==> src/rtl/cacheline_arbiter_pkg.sv <==
// Shared types for the I/D cacheline arbiter.
//   arb_state_t      : arbiter FSM states
//   arb_grant_t      : which client owns the memory port
//   LINE_OFFSET_BITS : byte-offset bits of a 32-byte line, cleared on pmem_address
//   pick_grant()     : tie resolution between pending I and D requests
package arbiter_types;

  typedef enum logic [1:0] {
    IDLE    = 2'd0,
    SERVE_I = 2'd1,
    SERVE_D = 2'd2,
    RELEASE = 2'd3
  } arb_state_t;

  typedef enum logic {
    GRANT_I = 1'b0,
    GRANT_D = 1'b1
  } arb_grant_t;

  localparam int LINE_OFFSET_BITS = 5;

  // D wins unless I is also pending and currently holds priority.
  function automatic arb_grant_t pick_grant(input logic i_req, input logic d_req,
                                            input logic prefer_i);
    if (d_req && !(i_req && prefer_i)) return GRANT_D;
    return GRANT_I;
  endfunction

endpackage

==> src/rtl/cacheline_arbiter_if.sv <==
// Bus bundle between the two cache clients, the arbiter and physical memory.
//   slave  : arbiter view (client requests and memory response in, client
//            responses and memory request out)
//   master : environment view (caches + memory model), the mirror image
interface cacheline_arbiter_if #(
  parameter int LINE_W = 256,
  parameter int ADDR_W = 32
);

  // I-cache client
  logic              i_read;
  logic [ADDR_W-1:0] i_address;
  logic              i_resp;
  logic [LINE_W-1:0] i_rdata;
  // D-cache client
  logic              d_read;
  logic              d_write;
  logic [ADDR_W-1:0] d_address;
  logic [LINE_W-1:0] d_wdata;
  logic              d_resp;
  logic [LINE_W-1:0] d_rdata;
  // physical memory port
  logic              pmem_read;
  logic              pmem_write;
  logic [ADDR_W-1:0] pmem_address;
  logic [LINE_W-1:0] pmem_wdata;
  logic              pmem_resp;
  logic [LINE_W-1:0] pmem_rdata;

  modport slave (
    input  i_read, i_address, d_read, d_write, d_address, d_wdata,
           pmem_resp, pmem_rdata,
    output i_resp, i_rdata, d_resp, d_rdata,
           pmem_read, pmem_write, pmem_address, pmem_wdata
  );

  modport master (
    output i_read, i_address, d_read, d_write, d_address, d_wdata,
           pmem_resp, pmem_rdata,
    input  i_resp, i_rdata, d_resp, d_rdata,
           pmem_read, pmem_write, pmem_address, pmem_wdata
  );

endinterface

==> src/rtl/cacheline_arbiter_mux.sv <==
// arbiter_mux: combinational datapath of the cacheline arbiter.
// Steers the granted client's request, line-aligned address and write data to
// the memory port, and routes pmem_resp / pmem_rdata back to that client only.
//   sel_i / sel_d : one-hot "currently serving" selects from the FSM
//   i_* / d_*     : client request side and per-client response outputs
//   pmem_*        : memory port
// With neither select set every output is 0.
module arbiter_mux
  import arbiter_types::*;
#(
  parameter int LINE_W = 256,
  parameter int ADDR_W = 32
) (
  input  logic              sel_i,
  input  logic              sel_d,
  input  logic              i_read,
  input  logic [ADDR_W-1:0] i_address,
  input  logic              d_read,
  input  logic              d_write,
  input  logic [ADDR_W-1:0] d_address,
  input  logic [LINE_W-1:0] d_wdata,
  input  logic              pmem_resp,
  input  logic [LINE_W-1:0] pmem_rdata,
  output logic              i_resp,
  output logic [LINE_W-1:0] i_rdata,
  output logic              d_resp,
  output logic [LINE_W-1:0] d_rdata,
  output logic              pmem_read,
  output logic              pmem_write,
  output logic [ADDR_W-1:0] pmem_address,
  output logic [LINE_W-1:0] pmem_wdata
);

  logic [ADDR_W-1:0] i_line_addr, d_line_addr;

  assign i_line_addr = {i_address[ADDR_W-1:LINE_OFFSET_BITS], {LINE_OFFSET_BITS{1'b0}}};
  assign d_line_addr = {d_address[ADDR_W-1:LINE_OFFSET_BITS], {LINE_OFFSET_BITS{1'b0}}};

  always_comb begin
    pmem_read    = 1'b0;
    pmem_write   = 1'b0;
    pmem_address = '0;
    pmem_wdata   = '0;
    i_resp       = 1'b0;
    i_rdata      = '0;
    d_resp       = 1'b0;
    d_rdata      = '0;
    if (sel_i) begin
      pmem_read    = i_read;
      pmem_address = i_line_addr;
      i_resp       = pmem_resp;
      i_rdata      = pmem_rdata;
    end else if (sel_d) begin
      // a write-back wins if a misbehaving client raises both strobes
      pmem_write   = d_write;
      pmem_read    = d_read & ~d_write;
      pmem_address = d_line_addr;
      pmem_wdata   = d_wdata;
      d_resp       = pmem_resp;
      d_rdata      = pmem_rdata;
    end
  end

endmodule

==> src/rtl/cacheline_arbiter.sv <==
// cacheline_arbiter: shares one physical memory port between the I-cache and
// the D-cache. One line transaction at a time; a RELEASE cycle follows every
// completion so memory can retire its handshake before the next request.
//   clk  : rising-edge clock
//   rst  : synchronous active-high reset
//   bus  : cacheline_arbiter_if.slave (client requests/responses, pmem port)
// Build option ARB_ROUND_ROBIN_EN: when defined, a 1-bit pointer alternates
// priority on simultaneous requests; otherwise the D-cache always wins ties.
module cacheline_arbiter
  import arbiter_types::*;
#(
  parameter int LINE_W = 256,
  parameter int ADDR_W = 32
) (
  input  logic                clk,
  input  logic                rst,
  cacheline_arbiter_if.slave  bus
);

  arb_state_t state, state_nxt;
  arb_grant_t grant;
  logic       i_req, d_req;
  logic       prefer_i;
  logic       sel_i, sel_d;

  assign i_req = bus.i_read;
  assign d_req = bus.d_read | bus.d_write;
  assign grant = pick_grant(i_req, d_req, prefer_i);

`ifdef ARB_ROUND_ROBIN_EN
  // Pointer flips toward the client that was not just granted; it only
  // moves on a grant, so idle cycles never disturb the rotation.
  always_ff @(posedge clk) begin
    if (rst)
      prefer_i <= 1'b0;
    else if (state == IDLE && (i_req | d_req))
      prefer_i <= (grant == GRANT_D);
  end
`else
  assign prefer_i = 1'b0;
`endif

  // state register
  always_ff @(posedge clk) begin
    if (rst) state <= IDLE;
    else     state <= state_nxt;
  end

  // next state; the serve states wait for pmem_resp even if the client
  // withdraws its request, so memory is never abandoned mid-transaction
  always_comb begin
    state_nxt = state;
    case (state)
      IDLE:    if (i_req | d_req) state_nxt = (grant == GRANT_D) ? SERVE_D : SERVE_I;
      SERVE_I,
      SERVE_D: if (bus.pmem_resp) state_nxt = RELEASE;
      RELEASE: state_nxt = IDLE;
      default: state_nxt = IDLE;
    endcase
  end

  // outputs: the datapath only needs to know who is being served
  always_comb begin
    sel_i = (state == SERVE_I);
    sel_d = (state == SERVE_D);
  end

  arbiter_mux #(.LINE_W(LINE_W), .ADDR_W(ADDR_W)) u_mux (
    .sel_i        (sel_i),
    .sel_d        (sel_d),
    .i_read       (bus.i_read),
    .i_address    (bus.i_address),
    .d_read       (bus.d_read),
    .d_write      (bus.d_write),
    .d_address    (bus.d_address),
    .d_wdata      (bus.d_wdata),
    .pmem_resp    (bus.pmem_resp),
    .pmem_rdata   (bus.pmem_rdata),
    .i_resp       (bus.i_resp),
    .i_rdata      (bus.i_rdata),
    .d_resp       (bus.d_resp),
    .d_rdata      (bus.d_rdata),
    .pmem_read    (bus.pmem_read),
    .pmem_write   (bus.pmem_write),
    .pmem_address (bus.pmem_address),
    .pmem_wdata   (bus.pmem_wdata)
  );

endmodule

==> src/flat_wrapper.sv <==
// flat-port wrapper written by rule: the top's interface ports become plain ports
module cacheline_arbiter_flat import arbiter_types::*;
#(
  parameter int LINE_W = 256,
  parameter int ADDR_W = 32
)
  (clk, rst, bus_i_read, bus_i_address, bus_d_read, bus_d_write, bus_d_address, bus_d_wdata, bus_pmem_resp, bus_pmem_rdata, bus_i_resp, bus_i_rdata, bus_d_resp, bus_d_rdata, bus_pmem_read, bus_pmem_write, bus_pmem_address, bus_pmem_wdata);
  cacheline_arbiter_if #(.LINE_W(LINE_W), .ADDR_W(ADDR_W)) bus_i ();
  input  logic clk;
  input  logic rst;
  input wire logic [$bits(bus_i.i_read)-1:0] bus_i_read;
  input wire logic [$bits(bus_i.i_address)-1:0] bus_i_address;
  input wire logic [$bits(bus_i.d_read)-1:0] bus_d_read;
  input wire logic [$bits(bus_i.d_write)-1:0] bus_d_write;
  input wire logic [$bits(bus_i.d_address)-1:0] bus_d_address;
  input wire logic [$bits(bus_i.d_wdata)-1:0] bus_d_wdata;
  input wire logic [$bits(bus_i.pmem_resp)-1:0] bus_pmem_resp;
  input wire logic [$bits(bus_i.pmem_rdata)-1:0] bus_pmem_rdata;
  output wire logic [$bits(bus_i.i_resp)-1:0] bus_i_resp;
  output wire logic [$bits(bus_i.i_rdata)-1:0] bus_i_rdata;
  output wire logic [$bits(bus_i.d_resp)-1:0] bus_d_resp;
  output wire logic [$bits(bus_i.d_rdata)-1:0] bus_d_rdata;
  output wire logic [$bits(bus_i.pmem_read)-1:0] bus_pmem_read;
  output wire logic [$bits(bus_i.pmem_write)-1:0] bus_pmem_write;
  output wire logic [$bits(bus_i.pmem_address)-1:0] bus_pmem_address;
  output wire logic [$bits(bus_i.pmem_wdata)-1:0] bus_pmem_wdata;
  assign bus_i.i_read = bus_i_read;
  assign bus_i.i_address = bus_i_address;
  assign bus_i.d_read = bus_d_read;
  assign bus_i.d_write = bus_d_write;
  assign bus_i.d_address = bus_d_address;
  assign bus_i.d_wdata = bus_d_wdata;
  assign bus_i.pmem_resp = bus_pmem_resp;
  assign bus_i.pmem_rdata = bus_pmem_rdata;
  assign bus_i_resp = bus_i.i_resp;
  assign bus_i_rdata = bus_i.i_rdata;
  assign bus_d_resp = bus_i.d_resp;
  assign bus_d_rdata = bus_i.d_rdata;
  assign bus_pmem_read = bus_i.pmem_read;
  assign bus_pmem_write = bus_i.pmem_write;
  assign bus_pmem_address = bus_i.pmem_address;
  assign bus_pmem_wdata = bus_i.pmem_wdata;
  cacheline_arbiter #(.LINE_W(LINE_W), .ADDR_W(ADDR_W)) u_core (.clk(clk), .rst(rst), .bus(bus_i));
endmodule
==> config.mk <==
export PLATFORM = sky130hd
export DESIGN_NAME = cacheline_arbiter_flat
export DESIGN_NICKNAME = d
export VERILOG_FILES = /design/src/rtl/cacheline_arbiter_pkg.sv /design/src/rtl/cacheline_arbiter_if.sv /design/src/rtl/cacheline_arbiter_mux.sv /design/src/rtl/cacheline_arbiter.sv /design/src/flat_wrapper.sv
export SDC_FILE = /design/constraint.sdc
export NUM_CORES = 1
export LEC_CHECK = 0
export BUFFER_PORTS_ARGS = -buffer_cell sky130_fd_sc_hd__buf_2
export CAP_MARGIN = 20
export CORE_AREA = 10 10 530 532
export CTS_CLUSTER_SIZE = 14
export DETAILED_ROUTE_END_ITERATION = 7
export DIE_AREA = 0 0 540 542
export GPL_ROUTABILITY_DRIVEN = 0
export GPL_TIMING_DRIVEN = 0
export PLACE_DENSITY = 0.3
export SLEW_MARGIN = 30
export SYNTH_ARGS = -nofsm -noshare
export SYNTH_HDL_FRONTEND = slang
export SYNTH_SLANG_ARGS = --single-unit
==> constraint.sdc <==
create_clock -name clk -period 1.7 [get_ports clk]
set_input_delay 0.255 -clock clk [delete_from_list [all_inputs] [get_ports clk]]
set_output_delay 0.255 -clock clk [all_outputs]
set_load 0.01 [all_outputs]
==> flow_summary.ini <==
[cts]
h-tree-depth = 1
clk_latency_ns = 0.22
cts_sinks = 2
holdBufCountCts = 0
cts_tree = built
clock_path_buffers = 2
clkTransAtPathRegs_ns = 0.03
cts_made_buffers = 3
cts_root_buf = clkbuf_16

[grt]
antenna_found_initial = 258
first_global_vias = 14773
grt_pass1_wl_um = 256000
grt_max_degree = 13
globalRouteOverflowTotal = 0
track_usage = 0.143

[final_layout]
fin_util = 0.0917
instances_no_fill = 6148
area_growth_pct = 314
drive_above_1_share = 0.804
final_cell_mix = buf_2, and2_1, and2_4
largest_reg_flops = 2
nets = 3051
regMostFlops = u_core.state
reg_top3 = u_core.state: 2 flops
layout_commonest_cell = buf_2

[worst_setup_path]
endpoint_kind = primary output
crit_path_top_delay_cell = dfxtp_2
critPathMaxFanout = 6
path_buf_inv = 7
worstPathArrival_ns = 2.13
cp_top_family = buffers and inverters
critPathKind = reg -> out
cp_slowest_stage_delay_ns = 0.34
crit_chain = inv_2, ha_4, nor2b_4, buf_12, buf_16, buf_12, clkbuf_16, clkbuf_16, and2_4, buf_6
reg2reg_setup_slack_ns = -0.04
worstPathRequired_ns = 1.44
setup.worst_path.start = u_core.state[1]$_SDFFE_PP0P_
r2r_end = u_core.state[1]$_SDFFE_PP0P_
r2r-start = u_core.state[1]$_SDFFE_PP0P_
reg2reg_depth = 6
worstSetupStartpointType = register

[pwr]
p_int_uw = 18400
clock_power_share = 0.009
p_sw_uw = 19400
power_density_mw_per_mm2 = 1530
p_leak_uw = 0.0118
irDropWorstVdd_uv = 607
seq_power_share = 0.003
p_sw_frac = 0.514
p_comb_frac = 0.988

[worst_hold_path]
min_from = rst
hold_path_class = in -> reg
hold_depth = 2
whs_endpoint = u_core.state[0]$_SDFFE_PP0P_

[timing]
max_freq_ghz = 0.420
post-route-min-period_ns = 2.38
finalClockSkew_ns = 0.00184
setup_violations = 800
setup_slack_ns = -0.681
period_share = 1.40
rsz0062_at_grt = yes
hold_viol = 0
drv_slew = 0

[detailed_routing]
wl_um = 225000
drtPass1Iterations = 5
drt-met1-wl_um = 92800
num_vias = 15165
via_per_inst = 2.47
wl_per_cell_um = 36.6
drtIter0Drc = 1000
top_layer = met5
dr_wl_met3_um = 30700
drc = 0
ant_nets = 0
route.met2.wl_um = 95500

[floorplan]
design.core.area_mm2 = 0.270
pin_count = 1386
rows = 191
die_h_um = 542
die_w_um = 540
floorplan.initialDensity = 0.0221
die_area_mm2 = 0.293

[placement]
pre_cts_ws_ns = -1.53
numPortBuffers = 1370
dp_cells = 5921
dp_hpwl_um = 210000

[logic_synthesis]
syn_area_mm2 = 0.00598
ys_warn_count = 0
ys_types = 22
syn_area_per_cell_um2 = 6.13
ys_seq_area_frac = 0.00669
synth-seq-cells = 2
synthCells = 976

[outcome]
status = finished, violations left
violations = negative setup slack

[run]
drv_cap = 0
## worst max path at each step
| stage | to | cells after the start |
|---|---|---|
| final | bus_d_rdata[63] | 10 |
| after global routing | bus_d_rdata[95] | 10 |
| after CTS | bus_pmem_wdata[202] | 11 |
| after detailed placement | bus_d_rdata[3] | 9 |
| after global placement | bus_i_rdata[2] | 7 |
| after floorplan | bus_pmem_wdata[100] | 8 |
## worst reg2reg max path, delay by kind of cell (launching register included)
kind / cells / cell delay, ns
adders and majority gates: 1 / 0.29
buffers and inverters: 2 / 0.19
and+or+nand+nor: 2 / 0.67
AOI/OAI and AO/OA: 1 / 0.16
DFF: 1 / 0.34
## Yosys cell counts, drive strengths merged
cell type	n	area, um^2
clkbuf	42	158
a32o	1	10.0
or2	1	6.26
nor3b	1	7.51
dfxtp	2	40.0
nor2	1	3.75
or4	1	7.51
nor2b	2	22.5
ha	5	62.6
a2111oi	1	8.76
conb	1	3.75
nand2	54	203
buf	58	442
inv	4	15.0
a211oi	1	7.51
o21ai	28	140
nor4b	1	15.0
a21oi	1	5.00
and2	771	4820
## routing by layer
metal | vias up | track usage
li1 | 6012 | -
met1 | 7188 | 0.178
met2 | 1540 | 0.220
met3 | 343 | 0.0776
met4 | 82 | 0.0235
met5 | - | 0
## power by group through the flow
| stage | Clock (uW) | Sequential (uW) | Combinational [uW] |
|---|---|---|---|
| global placement | 0 | 86.2 | 23600 |
| global route | 364 | 110 | 39100 |
| floorplan | 0 | 82.4 | 8510 |
| finish | 356 | 109 | 37300 |
| detailed placement | 0 | 87.0 | 23700 |
| CTS | 359 | 95.5 | 33400 |
## per-stage QoR
step	TNS (ns)	hold slack, ns	power, uW	area [um^2]
after floorplan	0	0.324	8590	6000
after global routing	-424.21	0.225	39600	24600
final	-384.83	0.217	37800	24800
after detailed placement	-825.06	0.449	23800	17400
after global placement	-821.43	0.452	23700	17300
after CTS	-437.76	0.215	33800	21900
## what timing repair did
item | 4_1_cts | 5_1_grt
hold endpoints to repair | 0 | 0
pin swaps | 93 | 82
endpoints found under the setup margin | 799 | 801
resized for setup | 948 | 684
cloned | 27 | 24
setup buffers | 48 | 32
## cells by family (layout without fill, tap and decap cells)
kind of cell             count (synthesis)  in the layout  share of synthesized area
AO/OA/AOI/OAI                           32             32                     0.0287
adder cells (fa/ha/maj)                  5              5                     0.0105
AND/OR/NAND/NOR                        832            832                      0.851
flip-flops                               2              2                    0.00669
other                                    1            121                   0.000627
buffers and inverters                  104           1586                      0.103
## layout make-up
cell class	count	area, um^2
inverters	4	17.5
repair buffers	1490	12200
flip-flops and latches	2	45.0
fillers	31741	245000
plain buffers	89	1290
diodes	116	290
clock buffers	3	75.1
multi-input cells	874	6420
well taps	3570	4470
No activity file was read; power rests on OpenSTA's default activity.
